$ cat config.mk
export PLATFORM = sky130hd
export DESIGN_NAME = led_mode_controller
export DESIGN_NICKNAME = d
export VERILOG_FILES = /design/src/rtl/led_mode_controller.sv
export SDC_FILE = /design/constraint.sdc
export NUM_CORES = 1
export LEC_CHECK = 0
export ABC_AREA = 1
export CORE_MARGIN = 5
export CORE_UTILIZATION = 61
export DETAILED_ROUTE_END_ITERATION = 12
export DONT_BUFFER_PORTS = 1
export PLACE_DENSITY = 0.77
export SYNTH_ARGS = -nofsm -noshare
export SYNTH_HDL_FRONTEND = slang
export SYNTH_SLANG_ARGS = --single-unit
export TNS_END_PERCENT = 20
$ cat constraint.sdc
create_clock -name CLK100MHZ -period 2.15 [get_ports CLK100MHZ]
set_clock_uncertainty 0.15 [all_clocks]
set_input_delay 0.1075 -clock CLK100MHZ [delete_from_list [all_inputs] [get_ports CLK100MHZ]]
set_output_delay 0.1075 -clock CLK100MHZ [all_outputs]
set_load 0.005 [all_outputs]
$ cat src/rtl/led_mode_controller.sv
// led_mode_controller
//   Top-level LED sequencer for the Nexys 4 DDR. One enable switch and one
//   mode push-button are synchronised and debounced. Each button press steps
//   the mode through OFF -> STEADY -> BLINK -> CHASE -> OFF. A prescaled tick
//   paces the blink and chase patterns.
//
// Optional feature macro: LED_DIM_EN
//   Defined   : a free-running 4-bit PWM counter dims the lit LEDs to
//               DIM_DUTY/16 duty.
//   Undefined : LEDs show the pattern directly and DIM_DUTY is unused.
//
// Parameters
//   N_LED     : number of LED outputs (>= 2)
//   TICK_DIV  : clocks per pattern tick (>= 2)
//   DB_CYCLES : clocks an input must differ from its stable value (>= 1)
//   DIM_DUTY  : PWM on-count out of 16 (0..16), LED_DIM_EN builds only
//
// Ports
//   CLK100MHZ  in   system clock
//   CPU_RESETN in   synchronous reset, active-low
//   SW         in   master enable switch (asynchronous)
//   BTNC       in   mode-advance button (asynchronous)
//   LED        out  registered LED drive [N_LED-1:0]
//   MODE       out  current mode: 0 OFF, 1 STEADY, 2 BLINK, 3 CHASE

module led_mode_controller #(
    parameter int N_LED     = 16,
    parameter int TICK_DIV  = 25000000,
    parameter int DB_CYCLES = 1000000,
    parameter int DIM_DUTY  = 8
) (
    input  logic             CLK100MHZ,
    input  logic             CPU_RESETN,
    input  logic             SW,
    input  logic             BTNC,
    output logic [N_LED-1:0] LED,
    output logic [1:0]       MODE
);

    typedef enum logic [1:0] {
        MODE_OFF    = 2'd0,
        MODE_STEADY = 2'd1,
        MODE_BLINK  = 2'd2,
        MODE_CHASE  = 2'd3
    } mode_t;

    // The debounce counter only has to reach DB_CYCLES-1.
    localparam int DB_W   = (DB_CYCLES > 1) ? $clog2(DB_CYCLES) : 1;
    localparam int TICK_W = $clog2(TICK_DIV);

    localparam logic [DB_W-1:0]   DB_LAST   = DB_W'(DB_CYCLES - 1);
    localparam logic [TICK_W-1:0] TICK_LAST = TICK_W'(TICK_DIV - 1);

    if (N_LED < 2 || TICK_DIV < 2 || DB_CYCLES < 1 || DIM_DUTY < 0 || DIM_DUTY > 16)
    begin : g_param_check
        $error("led_mode_controller: parameter out of range");
    end

    // ------------------------------------------------------------------
    // Switch: 2-FF synchroniser and debounce
    // ------------------------------------------------------------------
    logic            r_sw_meta;
    logic            r_sw_sync;
    logic [DB_W-1:0] r_sw_cnt;
    logic            r_sw_db;

    always_ff @(posedge CLK100MHZ) begin
        if (!CPU_RESETN) begin
            r_sw_meta <= 1'b0;
            r_sw_sync <= 1'b0;
            r_sw_cnt  <= '0;
            r_sw_db   <= 1'b0;
        end else begin
            r_sw_meta <= SW;
            r_sw_sync <= r_sw_meta;
            if (r_sw_sync == r_sw_db) begin
                r_sw_cnt <= '0;
            end else if (r_sw_cnt == DB_LAST) begin
                r_sw_db  <= r_sw_sync;
                r_sw_cnt <= '0;
            end else begin
                r_sw_cnt <= r_sw_cnt + 1'b1;
            end
        end
    end

    // ------------------------------------------------------------------
    // Button: 2-FF synchroniser, debounce and registered press pulse
    // ------------------------------------------------------------------
    logic            r_btn_meta;
    logic            r_btn_sync;
    logic [DB_W-1:0] r_btn_cnt;
    logic            r_btn_db;
    logic            r_btn_db_q;
    logic            r_btn_pulse;

    always_ff @(posedge CLK100MHZ) begin
        if (!CPU_RESETN) begin
            r_btn_meta  <= 1'b0;
            r_btn_sync  <= 1'b0;
            r_btn_cnt   <= '0;
            r_btn_db    <= 1'b0;
            r_btn_db_q  <= 1'b0;
            r_btn_pulse <= 1'b0;
        end else begin
            r_btn_meta <= BTNC;
            r_btn_sync <= r_btn_meta;
            if (r_btn_sync == r_btn_db) begin
                r_btn_cnt <= '0;
            end else if (r_btn_cnt == DB_LAST) begin
                r_btn_db  <= r_btn_sync;
                r_btn_cnt <= '0;
            end else begin
                r_btn_cnt <= r_btn_cnt + 1'b1;
            end
            // Press only; a release gives no pulse.
            r_btn_db_q  <= r_btn_db;
            r_btn_pulse <= r_btn_db & ~r_btn_db_q;
        end
    end

    // ------------------------------------------------------------------
    // Pattern generation
    // ------------------------------------------------------------------
    mode_t             r_mode;
    logic [TICK_W-1:0] r_tick_cnt;
    logic              r_phase;
    logic [N_LED-1:0]  r_chase;
    logic [N_LED-1:0]  r_led;
    logic              w_tick;
    logic [N_LED-1:0]  w_pattern;
    logic [N_LED-1:0]  w_led_next;

    assign w_tick = (r_tick_cnt == TICK_LAST);

    always_comb begin
        w_pattern = '0;
        if (r_sw_db) begin
            case (r_mode)
                MODE_STEADY: w_pattern = '1;
                MODE_BLINK:  w_pattern = {N_LED{r_phase}};
                MODE_CHASE:  w_pattern = r_chase;
                default:     w_pattern = '0;
            endcase
        end
    end

`ifdef LED_DIM_EN
    localparam logic [4:0] DIM_LIM = 5'(DIM_DUTY);

    logic [3:0] r_pwm_cnt;
    logic       w_pwm_on;

    always_ff @(posedge CLK100MHZ) begin
        if (!CPU_RESETN) begin
            r_pwm_cnt <= 4'd0;
        end else begin
            r_pwm_cnt <= r_pwm_cnt + 4'd1;
        end
    end

    assign w_pwm_on   = ({1'b0, r_pwm_cnt} < DIM_LIM);
    assign w_led_next = w_pattern & {N_LED{w_pwm_on}};
`else
    assign w_led_next = w_pattern;
`endif

    // While disabled the pattern state sits at its entry values, so a rising
    // enable restarts the current mode with a full tick interval. A press
    // beats a coincident tick: the new mode loads entry values instead.
    always_ff @(posedge CLK100MHZ) begin
        if (!CPU_RESETN) begin
            r_mode     <= MODE_OFF;
            r_tick_cnt <= '0;
            r_phase    <= 1'b1;
            r_chase    <= N_LED'(1);
            r_led      <= '0;
        end else begin
            r_led <= w_led_next;
            if (!r_sw_db) begin
                r_tick_cnt <= '0;
                r_phase    <= 1'b1;
                r_chase    <= N_LED'(1);
            end else if (r_btn_pulse) begin
                case (r_mode)
                    MODE_OFF:    r_mode <= MODE_STEADY;
                    MODE_STEADY: r_mode <= MODE_BLINK;
                    MODE_BLINK:  r_mode <= MODE_CHASE;
                    default:     r_mode <= MODE_OFF;
                endcase
                r_tick_cnt <= '0;
                r_phase    <= 1'b1;
                r_chase    <= N_LED'(1);
            end else if (w_tick) begin
                r_tick_cnt <= '0;
                if (r_mode == MODE_BLINK) begin
                    r_phase <= ~r_phase;
                end
                if (r_mode == MODE_CHASE) begin
                    r_chase <= {r_chase[N_LED-2:0], r_chase[N_LED-1]};
                end
            end else begin
                r_tick_cnt <= r_tick_cnt + 1'b1;
            end
        end
    end

    assign LED  = r_led;
    assign MODE = r_mode;

endmodule

==> flow_summary.ini, run 1 <==
[drt]
ant_nets = 0
route.detailed.drc = 0
drt_iter0_drc = 172
wirelength_mm = 9.66
vias_per_cell = 5.24
wl_per_cell_um = 11.5
first_pass_iters = 5
vias = 4419

[timing]
post-route-period-util_pct = 88.6
period_minus_slack_ps = 1910
hold_viol_final = 0
clock.fmax_mhz = 525
fin_tns_setup_ps = 0
slew_violations = 0
slew_headroom_pct = 65.4
rsz0062_at_grt = false
worst_pin_slew_ps = 518
finalSetupViolCount = 0

[setup_path]
crit_top_cell = nand2_1
arrival_ps = 2060
worst-setup-path-type = reg2reg
reg2regPathDepth = 10
cp_slowest_stage_delay_ps = 360
setup.worst_path.end_class = register
worstReg2RegEnd = r_chase[9]
regToRegStartpoint = r_tick_cnt[0]
crit_chain = ha_1 -> nand2_1 -> nor2_4 -> nand2_2 -> nor2_8 -> buf_4 -> nand3_4 -> nand2_1 -> nand2_1 -> nor2_1
reg2reg_slack_ps = 240
cp_slowest_cell = dfxtp_1
path_max_fanout = 18
critPathLaunchType = register
required_ps = 2300

[hold_path]
hp-start = SW
min_to = r_sw_meta
hp-class = in2reg
whs_path_depth = 3

[place]
io_buffer_count = 0
gp_congestion = 0.919
placedCellCount = 824
dpl_cell_area_mm2 = 0.00511
dpl.hpwl_mm = 6.99

[synth]
avgSynthCellArea_um2 = 6.87
synth_cell_types = 30
synth_cells = 731
synth_top_area_share_pct = 43.1
synth_area_mm2 = 0.00502
yosysWarnings = 0
ys_seq_area_share_pct = 43.1
ys_seq_elements = 108
yosys.area.top_type = dfxtp_1
syn_nets = 741
netlist_top_cells_area = dfxtp_1 (43%), nand2_1 (15%), nor2_1 (11%), inv_1 (4.9%), a21oi_1 (4.7%)

[floorplanning]
rows = 33
start_util_pct = 61.7
fp.dieW_um = 101
dieHeight_um = 101
core_mm2 = 0.00813
dieArea_mm2 = 0.0101
ioPinCount = 22

[power_and_ir_drop]
powerDensity_mw_per_mm2 = 602
p_sw_share_pct = 21.8
p_seq_share_pct = 62.5
ir_worst_vdd_v = 0.000393
p_int_mw = 2.51
p_sw_mw = 0.700
comb_power_share_pct = 0.6
p_clk_share_pct = 36.9
p_leak_nw = 1.75

[clocking]
cts_tree = built
clockBufferDepth = 2
clk_pin_slew_ps = 100
cts_root_buffer = clkbuf_8
numCtsBuffers = 9
cts_resized = 0
clock_sinks = 108
clk_latency_ps = 370
htree_levels = 3

[run_status]
outcome = finished clean

[layout]
fin_util_pct = 65.5
stdcell_count = 843
multiInputGateArea_mm2 = 0.00249
syn2layout_area_growth_pct = 6.18
diodes = 0
fillers = 695
fin_area_mm2 = 0.00533
nets = 743
drive_gt1_share_pct = 5.83
seqCellArea_mm2 = 0.00216

[grt]
antenna_found_initial = 0
grt_first_pass_wirelength_mm = 17.2
grt-ovfl-total = 0
grt_use_total_pct = 20.4
grt_max_degree = 27
grt_pass1_vias = 4035

[run]
drv_cap = 0
-- flip-flops by register name, indices dropped and copies added (netlist names) --
signal,count
r_btn_db_q,1
r_chase,16
r_sw_sync,1
r_sw_db,1
r_btn_meta,1
r_btn_db,1
r_btn_sync,1
LED,16
r_btn_pulse,1
r_sw_meta,1
r_btn_cnt,20
MODE,2
r_phase,1
r_tick_cnt,25
r_sw_cnt,20
-- cell type report --
| class | count | share of cell area [%] |
|---|---|---|
| clock buffers | 11 | 2.84 |
| clock inverters | 5 | 0.821 |
| inverters | 72 | 5.07 |
| multi-input cells | 532 | 46.7 |
| flip-flops and latches | 108 | 40.6 |
| well taps | 105 | 2.46 |
| repair buffers | 10 | 1.55 |
-- cell usage after synthesis --
| cell | number |
|---|---|
| a21oi_1 | 47 |
| and2_1 | 2 |
| buf_1 | 1 |
| buf_2 | 10 |
| buf_4 | 2 |
| buf_6 | 1 |
| clkbuf_1 | 5 |
| dfxtp_1 | 108 |
| ha_1 | 6 |
| inv_1 | 65 |
| inv_2 | 7 |
| nand2_1 | 199 |
| nand2_2 | 4 |
| nand3_1 | 28 |
| nand3_4 | 1 |
| nand3b_1 | 8 |
| nand4_1 | 26 |
| nor2_1 | 141 |
| nor2_2 | 3 |
| nor2_4 | 2 |
| nor2_8 | 1 |
| nor3_1 | 8 |
| nor3_2 | 1 |
| nor3b_1 | 1 |
| o21ai_0 | 25 |
| o21bai_1 | 2 |
| or2_0 | 3 |
| or2_2 | 1 |
| xnor2_1 | 11 |
| xor2_1 | 12 |
-- kinds of logic (layout without fill, tap and decap cells) --
family	after synthesis	count (layout)	synth area share, %
and+or+nand+nor	429	429	36.6
DFF	108	108	43.1
buffers and inverters	91	98	7.35
AOI/OAI and AO/OA	74	74	7.48
xor gates and xnor gates	23	23	4.01
adders and majority gates	6	6	1.50
-- how the worst max path moves through the flow --
| stage | startpoint | endpoint | slack [ps] | cells past startpoint |
|---|---|---|---|---|
| 2_1_floorplan | r_tick_cnt[0] | r_tick_cnt[10] | 510 | 9 |
| 3_3_place_gp | r_tick_cnt[0] | r_chase[11] | 340 | 10 |
| 3_5_place_dp | r_tick_cnt[0] | r_chase[9] | 260 | 10 |
| 4_1_cts | r_tick_cnt[0] | r_chase[9] | 230 | 10 |
| 5_1_grt | r_tick_cnt[0] | r_chase[10] | 20 | 10 |
| 6_report | r_tick_cnt[0] | r_chase[9] | 240 | 10 |
-- stage by stage --
step           power, mW  hold slack [ps]  setup WS (ps)
6_report            3.21              228            244
2_1_floorplan       2.07             55.1            514
5_1_grt             3.34              240           18.1
4_1_cts             3.25              208            231
3_5_place_dp        2.07             57.0            258
3_3_place_gp        2.07             55.3            336
-- power by group through the flow --
stage	registers, mW	logic [mW]	clock network, mW
floorplan	2.05	0.0141	0
global placement	2.05	0.0143	0
detailed placement	2.05	0.0146	0
CTS	2.01	0.0214	1.22
global route	2.01	0.0243	1.31
finish	2.01	0.0208	1.18
-- placed cells by master, fill, tap and decap left out, types with 2 or more instances in the layout --
cell type and instances:
xnor2_1 11, nor2_1 141, clkinvlp_4 2, nand4_1 26, inv_1 65, nand3b_1 8
o21bai_1 2, buf_4 7, nor3_1 8, nor2_2 3, inv_2 7, a21oi_1 47
clkbuf_8 11, and2_1 2, dfxtp_1 108, or2_0 3, nand2_1 199, nor2_4 2
nand3_1 28, ha_1 6, xor2_1 12, o21ai_0 25, nand2_2 4, dlygate4sd3_1 3
-- routing by layer --
layer	wire [µm]	vias to the layer above	GRT usage (%)
met5	0	-	0
met4	148	0	7.36
met3	553	14	3.94
met2	4560	103	34.3
met1	4400	1998	26.1
li1	-	2304	-
-- timing repair --
item / 4_1_cts / 5_1_grt
hold buffers: 3 / 0
setup buffers: 0 / 0
endpoints found under the hold margin: 26 / 0
-- critical path, delay by kind of cell, from the launching register on --
family / cells / cell delay, ps
buffers and inverters: 1 / 220
flip-flops: 1 / 360
AND/OR/NAND/NOR: 8 / 940
adder cells (fa/ha/maj): 1 / 170
Note: power is estimated with default switching activity, not from simulation.
==> run 2: changes to the inputs <==
CORE_UTILIZATION = 50   (was 61)
PLACE_DENSITY = not set   (was 0.77)
==> run 2 against run 1 <==
Against the previous run: sequential cell count did not move; die area rose by 20%; routed wire length rose by 2.7%; critical path type unchanged; highest routed layer unchanged.
==> flow_summary.ini, run 2 (synthesized netlist as in run 1, its figures left out) <==
[run_status]
outcome = finished clean

[floorplanning]
fp.dieW_um = 110
dieHeight_um = 110
start_util_pct = 51.4
core_mm2 = 0.00977
dieArea_mm2 = 0.0121
rows = 36
ioPinCount = 22

[place]
place_ws_ps = 206
gp_congestion = 0.873
dpl_cell_area_mm2 = 0.00515
placedCellCount = 853
io_buffer_count = 0
dpl.hpwl_mm = 7.24

[hold_path]
hp-class = in2reg
whs_path_depth = 3
hp-start = SW
min_to = r_sw_meta

[timing]
slew_violations = 0
slew_headroom_pct = 64.5
rsz0062_at_grt = false
post-route-period-util_pct = 85.3
hold_viol_final = 0
fin_tns_setup_ps = 0
finalSetupViolCount = 0
setup_ws_ps = 316
period_minus_slack_ps = 1830
hold_slack_ps = 231
worst_pin_slew_ps = 531
clock.fmax_mhz = 545

[setup_path]
worst-setup-path-type = reg2reg
setup.worst_path.end_class = register
worstReg2RegEnd = r_sw_cnt[15]
required_ps = 2270
path_max_fanout = 20
cp_slowest_stage_delay_ps = 410
reg2regPathDepth = 9
crit_top_cell = nor2_1
regToRegStartpoint = r_sw_cnt[0]
crit_chain = ha_1 -> nand3_1 -> nor2_1 -> inv_2 -> nor2_1 -> nand2_1 -> nand2_1 -> buf_4 -> nor2_1
cp_slowest_cell = dfxtp_1
reg2reg_slack_ps = 320
arrival_ps = 1950
cp-startpoint = r_sw_cnt[0]
critPathLaunchType = register

[clocking]
cts_root_buffer = clkbuf_8
cts_tree = built
clockBufferDepth = 2
cts_setup_buffers = 0
clk_pin_slew_ps = 100
htree_levels = 3
numCtsBuffers = 9
clk_latency_ps = 370
clock_sinks = 108

[drt]
ant_nets = 0
vias = 4294
first_pass_iters = 4
vias_per_cell = 4.92
route.detailed.drc = 0
wirelength_mm = 9.93
wl_per_cell_um = 11.4
drt_iter0_drc = 185

[grt]
antenna_found_initial = 0
grt_pass1_vias = 4072
grt_use_total_pct = 18.0
grt-ovfl-total = 0
grt_first_pass_wirelength_mm = 17.7
grt_max_degree = 27

[layout]
largest_reg_flops = 25
syn2layout_area_growth_pct = 7.87
fin_area_mm2 = 0.00542
nets = 744
diodes = 0
regMostFlops = r_tick_cnt
mostFrequentLayoutCells = nand2_1 (199), nor2_1 (141), dfxtp_1 (108)
drive_gt1_share_pct = 5.95
fin_util_pct = 55.4
top_regs = r_tick_cnt: 25 flops, r_btn_cnt: 20 flops, r_sw_cnt: 20 flops
stdcell_count = 872
layout_commonest_cell = nand2_1

[power_and_ir_drop]
p_leak_nw = 1.78
ir_worst_vdd_v = 0.000402
power_mw = 3.43
powerDensity_mw_per_mm2 = 632

[run]
drv_cap = 0
==> run 2: worst max path at each step <==
stage                      to  slack [ps]  depth (start not counted)
2_1_floorplan  r_tick_cnt[10]         510                          9
3_3_place_gp       r_chase[0]         250                          9
3_5_place_dp   r_tick_cnt[11]         210                          8
4_1_cts        r_tick_cnt[11]         190                          8
5_1_grt          r_sw_cnt[11]          90                          9
6_report         r_sw_cnt[15]         320                          9
==> run 2: layout make-up <==
| class | instances | area [µm²] |
|---|---|---|
| clock buffer | 10 | 138 |
| clock inverter | 6 | 95.1 |
| fill | 1025 | 4360 |
| inverter | 72 | 270 |
| multi-input combinational | 532 | 2490 |
| sequential | 108 | 2160 |
| tap | 133 | 166 |
| timing repair buffer | 11 | 90.1 |
==> run 2: report_power, final <==
part           internal, mW  leakage [nW]  switching [mW]  total [mW]
registers              2.00         0.870         0.00242        2.01
logic               0.00843         0.793          0.0131      0.0215
clock network         0.698         0.117           0.700        1.40
==> run 2: worst max-delay path: cells and delay by family, from the launching register on <==
family | cells | cell delay (ps)
simple gates | 6 | 650
flops | 1 | 410
buf+inv | 2 | 280
fa+ha+maj | 1 | 230
==> run 2: per-layer routing <==
layer	GRT usage (%)	wire [µm]
met1	22.9	4920
met2	29.8	4480
met3	4.14	404
met4	6.33	125
met5	0	0
==> run 2: what timing repair did <==
| item | in CTS | in global routing |
|---|---|---|
| resized for setup | 0 | 1 |
| hold buffers | 3 | 0 |
| hold endpoints to repair | 28 | 0 |
| endpoints found under the setup margin | 0 | 1 |
